--- config.mk ---
export PLATFORM = sky130hd
export DESIGN_NAME = mem_access_stage
export DESIGN_NICKNAME = d
export VERILOG_FILES = /design/src/rtl/mips_pkg.sv /design/src/rtl/load_align.sv /design/src/rtl/mem_access_stage.sv
export SDC_FILE = /design/constraint.sdc
export NUM_CORES = 1
export LEC_CHECK = 0
export CORE_MARGIN = 2
export CORE_UTILIZATION = 43
export CTS_CLUSTER_SIZE = 28
export DETAILED_ROUTE_END_ITERATION = 12
export PLACE_DENSITY = 0.95
export SETUP_SLACK_MARGIN = 0.4
export SLEW_MARGIN = 0
export SYNTH_ARGS = -nofsm -noshare
export SYNTH_HDL_FRONTEND = slang
export SYNTH_SLANG_ARGS = --single-unit
--- constraint.sdc ---
create_clock -name clk -period 5.1 [get_ports clk]
set_clock_uncertainty 0.15 [all_clocks]
set_input_delay 0.51 -clock clk [delete_from_list [all_inputs] [get_ports clk]]
set_output_delay 0.51 -clock clk [all_outputs]
set_load 0.02 [all_outputs]
--- src/rtl/mips_pkg.sv ---
// Shared MEM-stage definitions: access-size encodings, FSM states and
// the store-lane / byte-enable / alignment helpers.
package mips_pkg;

    localparam logic [1:0] SIZE_BYTE = 2'b00;
    localparam logic [1:0] SIZE_HALF = 2'b01;
    localparam logic [1:0] SIZE_WORD = 2'b10;

    typedef enum logic [1:0] {
        ST_IDLE = 2'b00,
        ST_WAIT = 2'b01,
        ST_DONE = 2'b10
    } mem_state_t;

    function automatic logic [3:0] byte_enable(input logic [1:0] size, input logic [1:0] addr);
        case (size)
            SIZE_BYTE: byte_enable = 4'b0001 << addr;
            SIZE_HALF: byte_enable = addr[1] ? 4'b1100 : 4'b0011;
            default:   byte_enable = 4'b1111;
        endcase
    endfunction

    function automatic logic [31:0] store_lanes(input logic [1:0] size, input logic [31:0] wdata);
        case (size)
            SIZE_BYTE: store_lanes = {4{wdata[7:0]}};
            SIZE_HALF: store_lanes = {2{wdata[15:0]}};
            default:   store_lanes = wdata;
        endcase
    endfunction

    // Size 2'b11 is handled as a word, so it shares the word alignment rule.
    function automatic logic is_misaligned(input logic [1:0] size, input logic [1:0] addr);
        case (size)
            SIZE_BYTE: is_misaligned = 1'b0;
            SIZE_HALF: is_misaligned = addr[0];
            default:   is_misaligned = (addr != 2'b00);
        endcase
    endfunction

endpackage

--- src/rtl/load_align.sv ---
// Selects the addressed byte/half of a read word and sign- or zero-extends it.
module load_align
    import mips_pkg::*;
(
    input  logic [31:0] i_rdata,
    input  logic [1:0]  i_addr,
    input  logic [1:0]  i_size,
    input  logic        i_signed,
    output logic [31:0] o_data
);

    logic [7:0]  w_byte;
    logic [15:0] w_half;

    // Lane selection and extension of the returned word.
    always_comb begin
        w_half = i_addr[1] ? i_rdata[31:16] : i_rdata[15:0];
        case (i_addr)
            2'b00:   w_byte = i_rdata[7:0];
            2'b01:   w_byte = i_rdata[15:8];
            2'b10:   w_byte = i_rdata[23:16];
            default: w_byte = i_rdata[31:24];
        endcase
        case (i_size)
            SIZE_BYTE: o_data = {{24{i_signed & w_byte[7]}}, w_byte};
            SIZE_HALF: o_data = {{16{i_signed & w_half[15]}}, w_half};
            default:   o_data = i_rdata;
        endcase
    end

endmodule

--- src/rtl/mem_access_stage.sv ---
// MEM-stage controller: issues req/ack data-memory transactions, aligns load
// data and stalls the pipeline until each access completes or times out.
module mem_access_stage
    import mips_pkg::*;
#(
    parameter int TIMEOUT_CYCLES = 16,
    parameter int CNT_W          = 8
) (
    input  logic        clk,
    input  logic        reset,
    input  logic        MemRead,
    input  logic        MemWrite,
    input  logic [1:0]  MemSize,
    input  logic        MemSigned,
    input  logic        MemtoReg,
    input  logic        RegWrite,
    input  logic [31:0] ALUResult,
    input  logic [31:0] WriteData,
    input  logic [31:0] WriteRegister,
    output logic        MemReq,
    output logic        MemWe,
    output logic [31:0] MemAddr,
    output logic [31:0] MemWData,
    output logic [3:0]  MemBe,
    input  logic        MemAck,
    input  logic [31:0] MemRData,
    output logic        MemtoReg_Out,
    output logic        RegWrite_Out,
    output logic [31:0] ALUResult_Out,
    output logic [31:0] WriteRegister_Out,
    output logic [31:0] ReadData,
    output logic        Stall,
    output logic        AlignError,
    output logic        BusError
);

    localparam logic             TO_EN   = (TIMEOUT_CYCLES > 0);
    localparam logic [CNT_W-1:0] TO_LAST = CNT_W'(TIMEOUT_CYCLES - 1);

    mem_state_t       r_state;
    logic [CNT_W-1:0] r_cnt;
    logic             r_abort;
    logic             r_mem_req;
    logic             r_mem_we;
    logic [31:0]      r_mem_addr;
    logic [31:0]      r_mem_wdata;
    logic [3:0]       r_mem_be;
    logic [31:0]      r_read_data;
    logic             r_align_err;
    logic             r_bus_err;

    logic        w_access;
    logic        w_write_op;
    logic        w_align_fault;
    logic        w_issue;
    logic        w_timeout;
    logic [31:0] w_load_data;
    logic        w_stall;
    logic        w_regwrite_out;

    assign w_access      = MemRead | MemWrite;
    assign w_write_op    = MemWrite & ~MemRead;
    assign w_align_fault = w_access & is_misaligned(MemSize, ALUResult[1:0]);
    assign w_issue       = w_access & ~w_align_fault;
    assign w_timeout     = TO_EN & (r_cnt == TO_LAST);

    load_align u_load_align (
        .i_rdata  (MemRData),
        .i_addr   (ALUResult[1:0]),
        .i_size   (MemSize),
        .i_signed (MemSigned),
        .o_data   (w_load_data)
    );

    // Stall and write-back gating follow the current state.
    always_comb begin
        w_stall        = 1'b0;
        w_regwrite_out = 1'b0;
        case (r_state)
            ST_IDLE: begin
                w_stall        = w_issue;
                w_regwrite_out = RegWrite & ~w_align_fault;
            end
            ST_WAIT: begin
                w_stall        = 1'b1;
                w_regwrite_out = RegWrite & ~r_abort;
            end
            ST_DONE: begin
                w_stall        = 1'b0;
                w_regwrite_out = RegWrite & ~r_abort;
            end
            default: begin
                w_stall        = 1'b0;
                w_regwrite_out = 1'b0;
            end
        endcase
    end

    // Access FSM with registered memory-port, load-data and error outputs.
    always_ff @(posedge clk or negedge reset) begin
        if (!reset) begin
            r_state     <= ST_IDLE;
            r_cnt       <= '0;
            r_abort     <= 1'b0;
            r_mem_req   <= 1'b0;
            r_mem_we    <= 1'b0;
            r_mem_addr  <= 32'h0000_0000;
            r_mem_wdata <= 32'h0000_0000;
            r_mem_be    <= 4'b0000;
            r_read_data <= 32'h0000_0000;
            r_align_err <= 1'b0;
            r_bus_err   <= 1'b0;
        end else begin
            r_align_err <= 1'b0;
            r_bus_err   <= 1'b0;
            case (r_state)
                ST_IDLE: begin
                    if (w_issue) begin
                        r_mem_req   <= 1'b1;
                        r_mem_we    <= w_write_op;
                        r_mem_addr  <= {ALUResult[31:2], 2'b00};
                        r_mem_wdata <= store_lanes(MemSize, WriteData);
                        r_mem_be    <= byte_enable(MemSize, ALUResult[1:0]);
                        r_cnt       <= '0;
                        r_state     <= ST_WAIT;
                    end else begin
                        r_align_err <= w_align_fault;
                    end
                end
                ST_WAIT: begin
                    if (MemAck) begin
                        r_mem_req <= 1'b0;
                        if (!r_mem_we) begin
                            r_read_data <= w_load_data;
                        end
                        r_state <= ST_DONE;
                    end else if (w_timeout) begin
                        r_mem_req <= 1'b0;
                        r_abort   <= 1'b1;
                        r_bus_err <= 1'b1;
                        r_state   <= ST_DONE;
                    end else begin
                        r_cnt <= r_cnt + CNT_W'(1);
                    end
                end
                ST_DONE: begin
                    r_cnt   <= '0;
                    r_abort <= 1'b0;
                    r_state <= ST_IDLE;
                end
                default: begin
                    r_mem_req <= 1'b0;
                    r_state   <= ST_IDLE;
                end
            endcase
        end
    end

    assign MemReq            = r_mem_req;
    assign MemWe             = r_mem_we;
    assign MemAddr           = r_mem_addr;
    assign MemWData          = r_mem_wdata;
    assign MemBe             = r_mem_be;
    assign ReadData          = r_read_data;
    assign AlignError        = r_align_err;
    assign BusError          = r_bus_err;
    assign Stall             = w_stall;
    assign RegWrite_Out      = w_regwrite_out;
    assign MemtoReg_Out      = MemtoReg;
    assign ALUResult_Out     = ALUResult;
    assign WriteRegister_Out = WriteRegister;

endmodule
# Word-level counts from Yosys, hierarchy flattened
# Cells that the tools add are included.
# word_totals
reg_bits	113
in_bits	138
# op_classes
mux	29
n_bitwise	13
add_sub_neg	1
reduce_logical	13
n_shift	1
n_eq_ne	11
# op_table
op	n
32-bit case mux with 2 select lines	2
8-bit case mux with 3 select lines	2
8-bit two-way mux	3
16-bit two-way mux	1
1-bit two-way mux	10
3-bit AND reduction	3
8-bit by 1-bit adder with 8-bit output (second input constant)	1
8-bit by 4-bit == test with 1-bit output (second input constant)	1
2-bit inequality test (second input constant)	4
1-bit case mux with 2 select lines	4
4-bit case mux with 2 select lines	1
1-bit AND	7
2-bit by 1-bit == test with 1-bit output (second input constant)	3
2-bit zero test	3
2-bit two-way mux	3
1-bit NOT	5
2-bit == test (second input constant)	2
4-bit two-way mux	1
2-bit case mux with 2 select lines	1
2-bit AND reduction	2
4-bit AND reduction	1
2-bit nonzero test	2
1-bit by 2-bit << shifter with 4-bit output (first input constant)	1
3-bit inequality test (second input constant)	1
4 further kinds	4

# Longest topological paths before layout
# Gate-level depths: netlist of run 1.
# logic_depth
ltp_word	7
ltp_mapped	10
depth_no_buf	7

# Hierarchy
# A second synthesis of run 1 with hierarchy kept.
# hier_totals
cells_unflattened	575
area_unflattened_um2	6257.3
# modules_own_cells
module	area_each_um2	cells_per_inst	instances
mem_access_stage	5381.4	460	1
load_align	875.8	115	1

# Least setup slack after synthesis of run 1
# OpenSTA, ideal clock, no wires.
# synth_path
path_kind	input to output
from	in MemSize[1]
to	out RegWrite_Out
path_stages	5
arrival_ns	2.248
slack_ns	2.192
required_ns	4.440
path_buffers	1
path_cell_list	buf_2 o21ai_0 a21boi_2 nor3_1 a2111oi_0
# synth_between
elab_chain_len	6
# synth_rtl
element	line	source
from (decl)	mem_access_stage.sv:13	input logic [1:0] MemSize,
2-bit by 1-bit == test with 1-bit output / 2-bit zero test (equally long branches)	mips_pkg.sv:33	case (size)
1-bit case mux with 2 select lines *	mips_pkg.sv:33	
1-bit AND *	mem_access_stage.sv:63	assign w_align_fault = w_access & is_misaligned(MemSize, ALUResult[1:0]);
1-bit NOT *	mem_access_stage.sv:82	w_regwrite_out = RegWrite & ~w_align_fault;
1-bit AND *	mem_access_stage.sv:82	
1-bit case mux with 2 select lines *	mem_access_stage.sv:79	case (r_state)
to (decl)	mem_access_stage.sv:28	output logic RegWrite_Out,
# Every way passes the cells marked *; elsewhere a longest branch is shown, timed or not.

# Worst setup path after layout of run 1
# layout_path
from	in MemSize[0]
to	out RegWrite_Out
# Same word-level chain as after synthesis.

==> results of run 1 <==
## power by group
group,switching (W),internal [W],total (W)
Clock,0.000401,0.000875,0.00128
Sequential,0.000221,0.00129,0.00151
Combinational,0.00110,0.00104,0.00214
## sequential cells by signal, summed over array words and instances (netlist names)
name,cells
AlignError,1
BusError,1
MemAddr,30
MemBe,4
MemReq,1
MemWData,32
MemWe,1
ReadData,32
r_abort,1
r_cnt,8
r_state,2
## metal layers
layer  vias to the layer above  share of wire (%)
li1                       2315                  -
met1                      2383                 38
met2                       223                 51
met3                        40                8.5
met4                         0                2.9
met5                         -                  0
## synth_stat cells (all sizes together), types with 4 or more instances
cell type    n  area [sq um]
mux2i       24           240
buf         77           548
nand3       35           175
inv         16          60.1
a21oi       23           115
nand4        4          25.0
mux2        40           450
a222oi       7          70.1
o21ai       58           290
nand2       77           289
a31oi        5          31.3
nor2        24          90.1
a22oi        9          67.6
nand2b       4          25.0
clkbuf      26          97.6
dfrtp      113          2830
ha           5          62.6
## path summary, 6_finish.rpt
path,cells after the start,endpoint,slack [ns],start
min in group clk,2,MemWData[14],0.33,MemWData[14]
max,7,RegWrite_Out,1.68,MemSize[0]
min,1,MemAddr[26],0.14,reset
max in group asynchronous,2,ReadData[30],3.68,reset
min reg2reg,2,MemWData[14],0.33,MemWData[14]
max reg2reg,6,ReadData[23],1.91,r_state[1]
## stage by stage
stage | instance area [sq um] | hold WS (ns) | setup WS, ns | util [%]
after floorplan | 5790 | 0.0644 | 2.19 | -
after global placement | 7820 | 0.311 | 1.68 | 59.3
after detailed placement | 7820 | 0.319 | 1.62 | 59.3
after CTS | 8460 | 0.184 | 1.63 | 64.1
after global routing | 8460 | 0.238 | 1.47 | 64.1
final | 8460 | 0.137 | 1.68 | 64.1
## cell type report
type,count,area [sq um]
multi-input combinational,358,2260
tap,176,220
clock buffer,21,450
sequential,113,2830
clock inverter,11,185
fill,1033,4730
inverter,16,60.1
timing repair buffer,248,2450
## worst max-delay path: cells and delay by family
family,cells,cell delay [ns]
and+or+nand+nor,1,0.08
AOI/OAI and AO/OA,3,0.85
buffers and inverters,3,1.31
## cells by family (layout without fill, tap and decap cells)
kind of cell | after synthesis | after routing | synth area share [%]
multiplexers | 65 | 65 | 12.3
adder cells (fa/ha/maj) | 5 | 5 | 1.08
flip-flops | 113 | 113 | 48.9
AND/OR/NAND/NOR | 168 | 168 | 13.2
other | 1 | 2 | 0.0648
AO/OA/AOI/OAI | 118 | 118 | 12.2
buffers and inverters | 119 | 296 | 12.2
## layout by cell type, fill, tap and decap left out, types with 2 or more instances in the layout
master,count
clkinv_2,4
ha_1,5
nor2b_1,2
buf_4,9
clkbuf_1,3
clkinvlp_4,2
nand2b_1,4
bufinv_16,5
nand3_1,35
clkdlybuf4s50_1,238
nand4_1,4
a21oi_1,23
a222oi_1,7
mux2i_1,24
and2_1,2
nor3b_1,2
mux2_2,40
a22oi_1,9
inv_1,16
conb_1,2
dfrtp_1,113
o21ai_0,58
clkbuf_16,17
a2bb2oi_1,2
nand2_1,77
a31oi_1,5
nand4b_1,2
nor3_1,3
nor4_1,3
a22o_1,3
nor2_1,24
a21o_1,2
o211ai_1,2
o31ai_1,2
and3_1,3
or2_2,3
==> PnR_summary.wiki, run 1 <==
{| class="wikitable"
! Metric !! Value
|-
| Run status || completed
|-
| Final routed DRC violation total || 0
|-
| Summed instance area of the synthesized netlist || 5790 sq um
|-
| Dpl hpwl || 12.1 mm
|-
| Gr ovfl total || 0
|-
| Max Clock Freq || 293 MHz
|-
| RD Place Congestion || 0.908
|-
| First-pass GRT wire length || 26.5 mm
|-
| Synthesized instance count || a little under 600
|-
| Proportion of layout cells with a drive suffix above 1 || between 10% and 20%
|-
| Power density cells || 583 nW/um^2
|-
| Top flip-flop cell by instance count after synthesis || dfrtp_1
|-
| Arrival time of the worst setup path || 2.76 ns
|-
| Endpoints failing hold || 0
|-
| Drt wl/cell || between 15 and 20 microns
|-
| Post-synth cell types || 43
|-
| TritonCTS clock tree || yes
|-
| Highest ir drop seen on vdd || 0.379 mV
|-
| Number of placed instances with taps included || 911
|-
| Worst-margin pin slew || 1.05 ns
|-
| Total of max-cap violations || 0
|-
| Die Width || ~120 microns
|-
| Synth Register Bits || 113
|-
| Layer carrying the most global-route usage || met2
|-
| Antenna-violating nets left || 0
|-
| Critical setup path kind || input port to output pin
|-
| Kind of start point of the critical path || input port
|-
| Syn Area/Cell || 9.82 sq um
|-
| Total negative setup slack || 0 ns
|-
| Detailed router's first-iteration violation count || 377
|-
| Global-route track usage on met1 || 27.4%
|-
| Share of the cycle needed by the critical path after routing || 67.0%
|-
| Routed wire length || 16.8 mm
|-
| Maximum number of pins on one net before global-route repair || 84
|-
| Total vias in the final route || 4961
|-
| Fraction of met2 tracks used by global routing || 39.9%
|-
| Total setup violations reported at the end of the flow || 0
|-
| Met3 track demand over resource || 7.79%
|-
| Required time at the worst-slack endpoint || 4.44 ns
|-
| Clock transition at the registers of the reported paths || around 0.05 ns
|-
| Via count of the first global-routing pass || roughly 5200
|-
| Post-layout total power || 0.00493 W
|-
| Drt pass-1 iters || 5
|-
| Worst Path Max Fanout || 24
|-
| LEAKAGE || 3.69 nW
|-
| Post-cts hold buffer count || 0
|-
| Number of primary I/O pins || 309
|-
| Number of buffers inserted during clock tree synthesis || 17
|-
| Antenna fix cells || 0
|-
| Port bufs || 240
|-
| Setup repair after global routing missed its margin || no
|-
| Post-CTS setup buffer count || 0
|-
| Signed area change from the synthesized netlist to the final layout || 46.1%
|-
| Synth async-reset ratio || 100%
|-
| Root buffer selected by CTS || clkbuf_16
|-
| Cells along the critical path || clkdlybuf4s50_1 > buf_4 > o21ai_0 > a21boi_2 > nor3_1 > a2111oi_0 > clkdlybuf4s50_1
|-
| H-tree levels || 4
|-
| Post_cts resized || 0
|-
| Longest individual stage delay on the worst path || between 0.6 and 0.7 ns
|-
| Cell row count || 42
|-
| Count of yosys warnings during synthesis || 0
|-
| Number of flops mapped to enable cells by yosys || 0
|-
| Effective utilization at floorplan || 43.9%
|-
| Die area || 14400 sq um
|-
| Number of nets at the end of the flow || 897
|-
| Cell at the slowest stage of the critical path || clkdlybuf4s50_1
|-
| Height of the chip || 120 microns
|-
| Drt via density || 5.26
|-
| Final cell count without fillers || 943
|-
| Latest clock arrival within the worst-skew pair || 0.41 ns
|-
| Sequential cell area fraction in the yosys report || between 40 and 50%
|-
| Bufs on Longest Clock Path || 2
|-
| Tmin final || 3.42 ns
|-
| Most used cell along the critical path || clkdlybuf4s50_1
|-
| GRT Util Overall || approximately a quarter
|-
| Pins over their slew limit || 0
|-
| Number of antenna violations at the first check in global routing || 0
|-
| Tightest slew margin relative to the limit || 29.9%
|-
| Core Footprint || 13200 sq um
|-
| CTS sink cnt || between 100 and 150
|-
| Setup crit end kind || output pin
|-
| Hold WC Path Type || input port to asynchronous set/reset pin
|}
Power figures use the tool's default switching activity.
==> run 2, diff against run 1 <==
CORE_UTILIZATION = 40   (was 43)
PLACE_DENSITY = 0.9   (was 0.95)
clock period = 3.2 ns   (was 5.1 ns; I/O delays follow)
==> PnR_summary.wiki, run 2 (synthesis results as in run 1) <==
{| class="wikitable"
! Metric !! Value
|-
| Cell at the slowest stage of the critical path || clkdlybuf4s50_1
|-
| LEAKAGE || 3.70 nW (+0.33%)
|-
| Drt wl/cell || 17.8 microns (-0.31%)
|-
| Final routed DRC violation total || 0 (unchanged)
|-
| Worst-margin pin slew || 1.11 ns (+0.0554 ns)
|-
| Share of the cycle needed by the critical path after routing || 79.3%
|-
| Switching power of the nets || 0.00273 W (+58%)
|-
| Bufs on Longest Clock Path || 2 (unchanged)
|-
| Power Internal || 0.00488 W (+52%)
|-
| Effective utilization at floorplan || 41.4% (-2.5 points)
|-
| Via count of the first global-routing pass || 5021 (-2.9%)
|-
| Commonest cells after routing, fill and taps aside || 236 x clkdlybuf4s50_1, 113 x dfrtp_1, 77 x nand2_1
|-
| Worst Path Max Fanout || 5 (-79%)
|-
| Total of max-cap violations || 0 (unchanged)
|-
| Tightest slew margin relative to the limit || 25.9% (-4.0 points)
|-
| Power density cells || 901 nW/um^2 (+55%)
|-
| RD Place Congestion || 0.855 (-5.8%)
|-
| Pins over their slew limit || 0 (unchanged)
|-
| Required time at the worst-slack endpoint || 2.73 ns (-1.71 ns)
|-
| Clock transition at the registers of the reported paths || 0.05 ns (about the same)
|-
| Height of the chip || 124 microns (+3.6%)
|-
| Latest clock arrival within the worst-skew pair || 0.41 ns (about the same)
|-
| Most common cell after layout, fill and taps aside || clkdlybuf4s50_1
|-
| First-pass GRT wire length || 27.0 mm (+1.8%)
|-
| Dpl hpwl || 12.4 mm (+2.5%)
|-
| Maximum number of pins on one net before global-route repair || 95 (+13%)
|-
| Drt pass-1 iters || 5 (unchanged)
|-
| Cells along the critical path || clkdlybuf4s50_1 > o21ai_0 > a21boi_2 > nor3_1 > a2111oi_0 > dlygate4sd2_1
|-
| Number of nets at the end of the flow || 902 (+0.56%)
|-
| Longest individual stage delay on the worst path || 0.42 ns (-0.25 ns)
|-
| Port bufs || 240 (unchanged)
|-
| Gr ovfl total || 0 (unchanged)
|-
| Core Footprint || 14000 sq um (+6.1%)
|-
| Post-CTS setup buffer count || 0 (unchanged)
|-
| Kind of start point of the critical path || input port
|-
| Highest ir drop seen on vdd || 0.600 mV (+58%)
|-
| Setup crit end kind || output pin
|-
| Arrival time of the worst setup path || 2.07 ns (-0.69 ns)
|-
| Max Clock Freq || 394 MHz
|-
| Routed wire length || 17.0 mm (+0.64%)
|-
| Total vias in the final route || 4947 (-0.28%)
|-
| Worst setup slack after layout || 0.662 ns (-1.02 ns)
|-
| Critical setup path kind || input port to output pin
|-
| Tightest hold margin || 0.215 ns (+0.0780 ns)
|-
| Cell row count || 43 (+2.4%)
|-
| Worst-case setup slack after placement || 0.320 ns (-1.30 ns)
|-
| Switching share of power || 35.9% (+0.94 points)
|-
| Combinational power share || 45.3% (+1.8 points)
|-
| Setup repair after global routing missed its margin || no
|-
| Fraction of power consumed by the clock network || 23.2% (-2.7 points)
|-
| Total setup violations reported at the end of the flow || 0 (unchanged)
|-
| TritonCTS clock tree || yes
|-
| Hold WC Path Type || input port to register
|-
| Root buffer selected by CTS || clkbuf_16
|-
| Run status || completed
|-
| CTS sink cnt || 113 (unchanged)
|-
| Cell family with the largest share of critical-path delay || compound AO/OA/AOI/OAI gates
|-
| Die area || 15400 sq um (+7.3%)
|-
| Number of primary I/O pins || 309 (unchanged)
|-
| Signed area change from the synthesized netlist to the final layout || 45.9%
|-
| Die Width || 124 microns (+3.6%)
|-
| Drt via density || 5.20 (-1.2%)
|-
| Number of filler cells placed in the layout || 1165 (+13%)
|-
| GRT Util Overall || 22.1% (-1.7 points)
|-
| Total negative setup slack || 0 ns (unchanged)
|-
| Tmin final || between 2 and 3 ns
|-
| Buf/Inv on CP || 2 (-1)
|-
| Part of the total power dissipated in sequential elements || 31.5% (+0.8 points)
|-
| H-tree levels || 4 (unchanged)
|-
| Antenna-violating nets left || 0 (unchanged)
|-
| Detailed router's first-iteration violation count || 462 (+23%)
|-
| Number of antenna violations at the first check in global routing || 1 (+1)
|-
| Number of buffers inserted during clock tree synthesis || 17 (unchanged)
|-
| Endpoints failing hold || 0 (unchanged)
|-
| Proportion of layout cells with a drive suffix above 1 || 11.0% (+0.073 points)
|}
==> run 2: metal layers <==
layer  part of all wire (%)  track usage, %  vias up
li1                       -               -     2321
met1                     38            26.1     2327
met2                     50            36.7      270
met3                    9.2            7.73       29
met4                    2.1            9.45        0
met5                      0               0        -
==> run 2: timing repair <==
| action | CTS | global route |
|---|---|---|
| endpoints found under the setup margin | 1 | 1 |
| hold buffers | 1 | 0 |
| endpoints found under the hold margin | 37 | 0 |
| resized for setup | 1 | 1 |
==> run 2: area by class of cell <==
| class | instances | area (sq um) | area share [%] |
|---|---|---|---|
| multi-input combinational | 358 | 2260 | 26.7 |
| inverter | 16 | 60.1 | 0.711 |
| clock buffer | 26 | 499 | 5.91 |
| tap | 180 | 225 | 2.67 |
| clock inverter | 5 | 52.6 | 0.622 |
| timing repair buffer | 253 | 2520 | 29.9 |
| antenna | 1 | 2.50 | 0.0296 |
| sequential | 113 | 2830 | 33.5 |
==> run 2: path summary, 6_finish.rpt <==
| path | cells past startpoint | startpoint | endpoint | slack (ns) |
|---|---|---|---|---|
| worst max register to register | 6 | r_state[1] | ReadData[29] | 0.87 |
| min in group asynchronous | 2 | reset | r_state[0] | 0.28 |
| max in group asynchronous | 3 | reset | ReadData[8] | 1.89 |
| worst min register to register | 2 | MemWData[25] | MemWData[25] | 0.32 |
| worst max-delay path | 6 | MemSize[0] | RegWrite_Out | 0.66 |
| worst min-delay path | 3 | MemSize[1] | MemWe | 0.22 |
==> run 2: metrics by stage <==
step / instance area (sq um) / util [%] / total power [W] / std cells
after floorplan: 5790 / - / 0.00417 / 590
after global placement: 7880 / 56.3 / 0.00579 / 919
after detailed placement: 7880 / 56.3 / 0.00589 / 919
after CTS: 8440 / 60.3 / 0.00769 / 951
after global routing: 8450 / 60.4 / 0.00803 / 952
final: 8450 / 60.4 / 0.00761 / 952
==> run 2: worst register-to-register path, delay by kind of cell, from the launching register on <==
kind | cells | cell delay, ns
buf+inv | 1 | 0.09
fa+ha+maj | 1 | 0.16
flops | 1 | 0.41
simple gates | 4 | 1.44
==> run 2: power groups by stage <==
stage                     sequential (W)  clock, W  combinational [W]
after global routing             0.00248   0.00186            0.00368
final                            0.00240   0.00177            0.00345
after CTS                        0.00240   0.00180            0.00349
after detailed placement         0.00242         0            0.00348
after floorplan                  0.00313         0            0.00104
after global placement           0.00238         0            0.00341
